==> config.mk <==
export PLATFORM = sky130hd
export DESIGN_NAME = i2c_master_core_flat
export DESIGN_NICKNAME = d
export VERILOG_FILES = /design/src/rtl/i2c_master_core_if.sv /design/src/rtl/i2c_master_core.sv /design/src/flat_wrapper.sv
export SDC_FILE = /design/constraint.sdc
export NUM_CORES = 1
export LEC_CHECK = 0
export ABC_AREA = 1
export CAP_MARGIN = 10
export CORE_MARGIN = 3
export CORE_UTILIZATION = 50
export CTS_BUF_LIST = sky130_fd_sc_hd__clkbuf_2
export DETAILED_ROUTE_END_ITERATION = 8
export HOLD_SLACK_MARGIN = 0.08
export PLACE_DENSITY = 0.79
export SLEW_MARGIN = 30
export SYNTH_ARGS = -nofsm -noshare
export SYNTH_HDL_FRONTEND = slang
export SYNTH_SLANG_ARGS = --single-unit
==> constraint.sdc <==
create_clock -name clk -period 1.4 [get_ports clk]
set_input_delay 0.21 -clock clk [delete_from_list [all_inputs] [get_ports clk]]
set_output_delay 0.21 -clock clk [all_outputs]
set_load 0.005 [all_outputs]
==> src/rtl/i2c_master_core_if.sv <==
// Local-controller and pad-side signals of the single-byte I2C write master.
// The master modport is the core's view; the slave modport is the controller/pad side.
interface i2c_master_core_if #(
  parameter int DATA_W = 8
);
  logic              en;
  logic [DATA_W-1:0] sda_in;
  logic              SCL;
  logic              sda_out;
  logic              ack;

  modport master (
    input  en,
    input  sda_in,
    output SCL,
    output sda_out,
    output ack
  );

  modport slave (
    output en,
    output sda_in,
    input  SCL,
    input  sda_out,
    input  ack
  );
endinterface

==> src/rtl/i2c_master_core.sv <==
// Single-byte, write-only I2C master: START, DATA_W bits MSB-first, ACK slot, STOP.
// All pad outputs are registered and derived from the next state so every phase lasts CLK_DIV clks.
module i2c_master_core #(
  parameter int CLK_DIV = 2,
  parameter int DATA_W  = 8
) (
  input  logic               clk,
  input  logic               rst,
  i2c_master_core_if.master  bus
);

  localparam int DIV_W = (CLK_DIV > 1) ? $clog2(CLK_DIV) : 1;
  localparam int CNT_W = (DATA_W > 1) ? $clog2(DATA_W) : 1;
  localparam logic [DIV_W-1:0] DIV_LAST = DIV_W'(CLK_DIV - 1);
  localparam logic [CNT_W-1:0] CNT_TOP  = CNT_W'(DATA_W - 1);

  typedef enum logic [2:0] {
    IDLE,
    START,
    DATA_LO,
    DATA_HI,
    ACK_LO,
    ACK_HI,
    STOP_LO,
    STOP_HI
  } state_t;

  state_t            state_q, state_d;
  logic [DIV_W-1:0]  div_q, div_d;
  logic [CNT_W-1:0]  bitCnt_q, bitCnt_d;
  logic [DATA_W-1:0] shift_q, shift_d;
  logic              armed_q, armed_d;
  logic              scl_q, scl_d;
  logic              sda_q, sda_d;
  logic              ack_q, ack_d;
  logic              phaseEnd;

  always_ff @(posedge clk or negedge rst) begin
    if (!rst) begin
      state_q  <= IDLE;
      div_q    <= '0;
      bitCnt_q <= CNT_TOP;
      shift_q  <= '0;
      armed_q  <= 1'b1;
      scl_q    <= 1'b1;
      sda_q    <= 1'b1;
      ack_q    <= 1'b0;
    end else begin
      state_q  <= state_d;
      div_q    <= div_d;
      bitCnt_q <= bitCnt_d;
      shift_q  <= shift_d;
      armed_q  <= armed_d;
      scl_q    <= scl_d;
      sda_q    <= sda_d;
      ack_q    <= ack_d;
    end
  end

  // en high re-arms at any time, so a mid-frame release never aborts the frame.
  always_comb begin
    state_d  = state_q;
    div_d    = '0;
    bitCnt_d = bitCnt_q;
    shift_d  = shift_q;
    armed_d  = armed_q | bus.en;
    phaseEnd = (div_q == DIV_LAST);

    if (state_q != IDLE) begin
      div_d = phaseEnd ? '0 : div_q + 1'b1;
    end

    case (state_q)
      IDLE: begin
        if (!bus.en && armed_q) begin
          shift_d = bus.sda_in;
          armed_d = 1'b0;
          state_d = START;
        end
      end
      START:   if (phaseEnd) state_d = DATA_LO;
      DATA_LO: if (phaseEnd) state_d = DATA_HI;
      DATA_HI: begin
        if (phaseEnd) begin
          if (bitCnt_q == '0) begin
            bitCnt_d = CNT_TOP;
            state_d  = ACK_LO;
          end else begin
            bitCnt_d = bitCnt_q - 1'b1;
            state_d  = DATA_LO;
          end
        end
      end
      ACK_LO:  if (phaseEnd) state_d = ACK_HI;
      ACK_HI:  if (phaseEnd) state_d = STOP_LO;
      STOP_LO: if (phaseEnd) state_d = STOP_HI;
      STOP_HI: if (phaseEnd) state_d = IDLE;
      default: state_d = IDLE;
    endcase
  end

  // Pad values follow the state being entered, so SDA settles on the first clk of a low phase.
  always_comb begin
    scl_d = 1'b1;
    sda_d = 1'b1;
    ack_d = 1'b0;
    case (state_d)
      START:   sda_d = 1'b0;
      DATA_LO: begin
        scl_d = 1'b0;
        sda_d = shift_d[bitCnt_d];
      end
      DATA_HI: sda_d = shift_d[bitCnt_d];
      ACK_LO: begin
        scl_d = 1'b0;
        ack_d = 1'b1;
      end
      ACK_HI:  ack_d = 1'b1;
      STOP_LO: begin
        scl_d = 1'b0;
        sda_d = 1'b0;
      end
      STOP_HI: sda_d = 1'b0;
      default: begin
        scl_d = 1'b1;
        sda_d = 1'b1;
        ack_d = 1'b0;
      end
    endcase
  end

  assign bus.SCL     = scl_q;
  assign bus.sda_out = sda_q;
  assign bus.ack     = ack_q;

endmodule

==> src/flat_wrapper.sv <==
// flat-port wrapper written by rule: the top's interface ports become plain ports
module i2c_master_core_flat 
#(
  parameter int CLK_DIV = 2,
  parameter int DATA_W  = 8
)
  (clk, rst, bus_en, bus_sda_in, bus_SCL, bus_sda_out, bus_ack);
  i2c_master_core_if #(.DATA_W(DATA_W)) bus_i ();
  input  logic clk;
  input  logic rst;
  input wire logic [$bits(bus_i.en)-1:0] bus_en;
  input wire logic [$bits(bus_i.sda_in)-1:0] bus_sda_in;
  output wire logic [$bits(bus_i.SCL)-1:0] bus_SCL;
  output wire logic [$bits(bus_i.sda_out)-1:0] bus_sda_out;
  output wire logic [$bits(bus_i.ack)-1:0] bus_ack;
  assign bus_i.en = bus_en;
  assign bus_i.sda_in = bus_sda_in;
  assign bus_SCL = bus_i.SCL;
  assign bus_sda_out = bus_i.sda_out;
  assign bus_ack = bus_i.ack;
  i2c_master_core #(.CLK_DIV(CLK_DIV), .DATA_W(DATA_W)) u_core (.clk(clk), .rst(rst), .bus(bus_i));
endmodule
[Word level (Yosys, flattened, before mapping)]
Cells that the tools add are included.
Word-level totals
  flip-flop bits (word level): 19
  bits of input ports: 11
  output and inout port bits: 3
Cells by class
  order comparisons: 1
  $add $sub $neg: 2
  equal/unequal tests: 14
  reduce and logical (&&, ||, !) cells: 9
  bitwise gates (word level): 1
  muxes and demuxes: 24
Operators with widths (number)
  $mux 3: 12
  $eq 3x3->1 const B: 8
  $pmux 3 s8: 1
  $mux 8: 2
  $eq 3x2->1 const B: 4
  $mux 1: 7
  $eq 3x1->1 const B: 2
  $logic_not 3->1: 2
  $reduce_or 3->1: 2
  $lt 3x4->1 const B: 1
  $reduce_or 2->1: 2
  $bmux 1 s3: 1
  $reduce_bool 3->1: 1
  $sub 3x1->3 const B: 1
  $pmux 1 s2: 1
  $add 1x1->1 const B: 1
  $logic_and 1x1->1: 1
  $logic_not 1->1: 1
  $or 1x1->1: 1

[Logic depth before layout (Yosys ltp)]
  depth after elaboration: 7
  mapped depth: 11
  mapped depth without buffers: 11

[Worst setup path before layout]
Ideal clock, no wire load.
  path type: register to register
  start point: register u_core.bitCnt_q[0]
  end point: register u_core.sda_q (netlist: u_core.bus.sda_out)
  period minus slack after synthesis: 1.424 ns
  data arrival time: 1.347 ns
  cell stages (with the launch flop): 9
  slack: -0.024 ns
  cells stage by stage: dfstp_2 > inv_1 > ha_1 > o21ai_2 > inv_2 > nand3_2 > nand3_1 > nand3_1 > nand2_1
On the way
  cells in the longest elaborated chain, start to end: 7
  elaborated cells on any way between the ends: 18
  classes of those cells: add/sub (1); eq/ne (5); mux (9); reduce/logical (3)
Ends and longest elaborated chain
  start: declaration: RTL line i2c_master_core.sv:30  | logic [CNT_W-1:0] bitCnt_q, bitCnt_d;
  start signal: assignment: RTL line i2c_master_core.sv:51  | bitCnt_q <= bitCnt_d;
  $sub 3x1->3 or $logic_not 3->1 (tied branches): RTL line i2c_master_core.sv:89, i2c_master_core.sv:85
  $mux 3 (*): RTL line i2c_master_core.sv:85  | if (bitCnt_q == '0) begin
  $mux 3 (*): RTL line i2c_master_core.sv:84  | if (phaseEnd) begin
  $mux 3 (*): RTL line i2c_master_core.sv:73  | case (state_q)
  named net u_core.bitCnt_d[1]: RTL line i2c_master_core.sv:30
  $bmux 1 s3 (*): RTL line i2c_master_core.sv:111, i2c_master_core.sv:113
  $mux 1 (not written as such) (*): RTL line i2c_master_core.sv:111, i2c_master_core.sv:113
  $pmux 1 s2 (*): RTL line i2c_master_core.sv:107  | case (state_d)
  named net u_core.sda_d: RTL line i2c_master_core.sv:34  | logic sda_q, sda_d;
  end signal: assignment: RTL line i2c_master_core.sv:46  | sda_q <= 1'b1;
  end signal: assignment: RTL line i2c_master_core.sv:55  | sda_q <= sda_d;
  end: declaration: RTL line i2c_master_core.sv:34
Mark *: on every way through the listed nets, which the timed path passes. The rest lies on a longest branch. The select of a mux whose other input is x is not followed.

[Final worst setup path]
  start point: register u_core.armed_q
  end point: register u_core.sda_q (netlist: u_core.bus.sda_out)
On the way
  cells in the longest elaborated chain, start to end: 6
  elaborated cells on any way between the ends: 15
  classes of those cells: eq/ne (5); mux (7); reduce/logical (3)
Ends and longest elaborated chain
  start: declaration: RTL line i2c_master_core.sv:32  | logic armed_q, armed_d;
  start signal: assignment: RTL line i2c_master_core.sv:53  | armed_q <= armed_d;
  $logic_and 1x1->1 (*): RTL line i2c_master_core.sv:75  | if (!bus.en && armed_q) begin
  $mux 3 or $mux 8 (tied branches): RTL line i2c_master_core.sv:75
  $pmux 3 s8 or $mux 8 (tied branches): RTL line i2c_master_core.sv:73
  $eq 3x1->1 (tied with other cells): RTL line i2c_master_core.sv:107
  $reduce_or 3->1 (no source line) (tied with other cells)
  $pmux 1 s2 (*): RTL line i2c_master_core.sv:107
  named net u_core.sda_d: RTL line i2c_master_core.sv:34
Marks and branches as above.

==> metrics <==
Cell variety after synth=22; total of fill cells in the finished design=135; first-pass GRT wire length=4210 um; worst setup slack after placement=-343 ps; Die X=50.7 um; number of global-route vias before repair=1,008; Die ar.=2570 um^2; Synth Area per Inst=7.81 um^2; post-route cell area=1440 um^2; register area=487 um^2; fmax=643 MHz; ANT cells=0; Pleak=0.784 nW; CP max FO=6; 1st-pass router iterations=4; Finished Layout Cells=191; hold_ws=190 ps; Overall Power=3.39 mW; clk_skew=9.11 ps; switching fraction of total power=44.9%; power share of the clock group=7.0%; antenna-violating nets left=0; Final Worst Setup Slack=-155 ps; area leader, netlist=dfrtp_1; Overall Global Routing Usage=21.8%; post-synthesis sequential area ratio=48.3%; Post-DP Area=1300 um^2; syn nets=141; Clock Sinks=19; CP startpoint kind=register; Seq pwr share=30.3%; HPWL after DPL=1670 um; Slew HR=79.9%; share of Yosys cell area claimed by the top area cell type=32.5%; largest net degree at the start of global routing=20; Vias/cell=5.15; H-tree lvl count=1; CTS tree=done; clock buffer depth=2; Worst-Margin Slew=298 ps; synthesized area=1000 um^2; Comb power frac=62.6%; internal power=1.87 mW; VDD IR-drop max=0.00144 V; Worst setup startpoint=u_core.armed_q; Layout area overhead=44.4%; Clk Latency, worst-skew pair=310 ps; worst min path class=primary input to async pin; gr ovfl total=0; fin crit share=111%; RSZ-0062 raised after global routing=true; Final Wtd Congestion=0.821; failing checks=setup timing; most frequent cells in the layout=nand2_1 (36), inv_1 (20), buf_4 (20); crit path kind=register to register; TNS Setup=-190 ps; ranking of synthesized cells by area=dfrtp_1 (33%), dfstp_2 (16%), nand2_1 (14%), inv_1 (10%), nand3_1 (6.0%); status=finished, violations left; Routed WL per cell=13.0 um; Initial Util=55.5%; Final Hold Vio Count=0; vias=983; Die H=50.7 um; port buffer count=13; final WL=2490 um; clk root buf=clkbuf_2; #FFs+latches synth=19; Syn. warnings=0; Residual DRC=0; Clk pin slew, worst setup/hold paths=190 ps; fin util=80.1%; I/O Pins=14; initial antenna violation count=0; Final min period=1550 ps; Worst EP required=1670 ps; Crit. End Element=register; initial DRC count=20; most common cell after layout, fill and taps aside=nand2_1; fin nets=180; Placed Instances=184; Pwr Density=2350 nW/um^2; Core Area=1800 um^2; multi-input logic area=494 um^2; Post-Syn Instances=128; site row count=15; CP arrival=1830 ps; P_sw=1.52 mW; layout cells sized above 1=38.6%; final setup vio count=3; CTS Buf Count=3; final slew viol count=0; worst flop-to-flop path startpoint=u_core.armed_q; Max Cap Viol=0
## cell usage after synthesis
master / number
nand2_1: 38
nand2_4: 1
dfstp_2: 6
nor2_1: 5
dfrtp_1: 13
o21ai_0: 2
o21ai_2: 1
o22ai_1: 1
nand3_1: 12
nand3_2: 2
nand2_2: 2
inv_2: 3
nor2_2: 1
ha_1: 2
o21bai_1: 1
inv_1: 27
a31oi_1: 1
clkinv_1: 1
nor2_4: 2
o311ai_0: 1
o21ai_1: 3
nand4_1: 3
## final timing paths
check                                      to  slack [ps]  cells after the start
setup / recovery           u_core.bus.sda_out        -150                     11
hold / removal              u_core.shift_q[6]         190                      2
setup reg to reg           u_core.bus.sda_out        -150                     11
hold reg to reg                  u_core.div_q         500                      1
max in group asynchronous  u_core.bitCnt_q[1]         940                      2
min in group clk            u_core.shift_q[4]         450                      3
## critical path: stages, from the launching register on
cell     delay, ps
dfstp_2        560
inv_2           50
nor2_4         170
inv_2           60
nor2_4         170
nand2_1         80
nand2_1         90
nand2_1         50
nand3_1         60
nand3_1         80
nand3_1         90
nand2_1         60
## cell families after synthesis
family,Yosys count,share of synthesized area (%)
DFF,19,48.3
and+or+nand+nor,66,31.3
adders and majority gates,2,2.50
buffers and inverters,31,11.6
AOI/OAI and AO/OA,10,6.26
## power by group through the flow
stage / clock network [mW] / registers [mW] / logic (mW)
after floorplan: 0 / 0.980 / 1.03
after global placement: 0 / 0.994 / 1.61
after detailed placement: 0 / 1.00 / 1.70
after CTS: 0.243 / 0.994 / 1.86
after global routing: 0.275 / 1.06 / 2.34
final: 0.238 / 1.03 / 2.12
## state kept, by name, summed over array words and instances (netlist names)
name / cells
u_core.shift_q: 8
u_core.bitCnt_q: 3
u_core.state_q: 3
u_core.armed_q: 1
u_core.bus.SCL: 1
u_core.bus.ack: 1
u_core.bus.sda_out: 1
u_core.div_q: 1
## layer usage
layer	share of wire [%]	GRT usage (%)
met1	40	26.0
met2	53	38.7
met3	3.4	3.86
met4	3.2	8.07
met5	0	0
## repair_timing
action                                  4_1_cts  5_1_grt
setup buffers                                 0        3
resized for setup                            16       19
hold buffers                                  0        0
endpoints found under the setup margin        8        8
pin swaps                                     2        7
## area by class of cell
class	count	share of cell area (%)
repair buffers	34	20.2
inverters	31	8.32
flip-flops and latches	19	33.7
well taps	25	2.17
multi-input cells	78	34.2
clock inverters	1	0.347
clock buffers	3	1.04
Power figures use the tool's default switching activity.
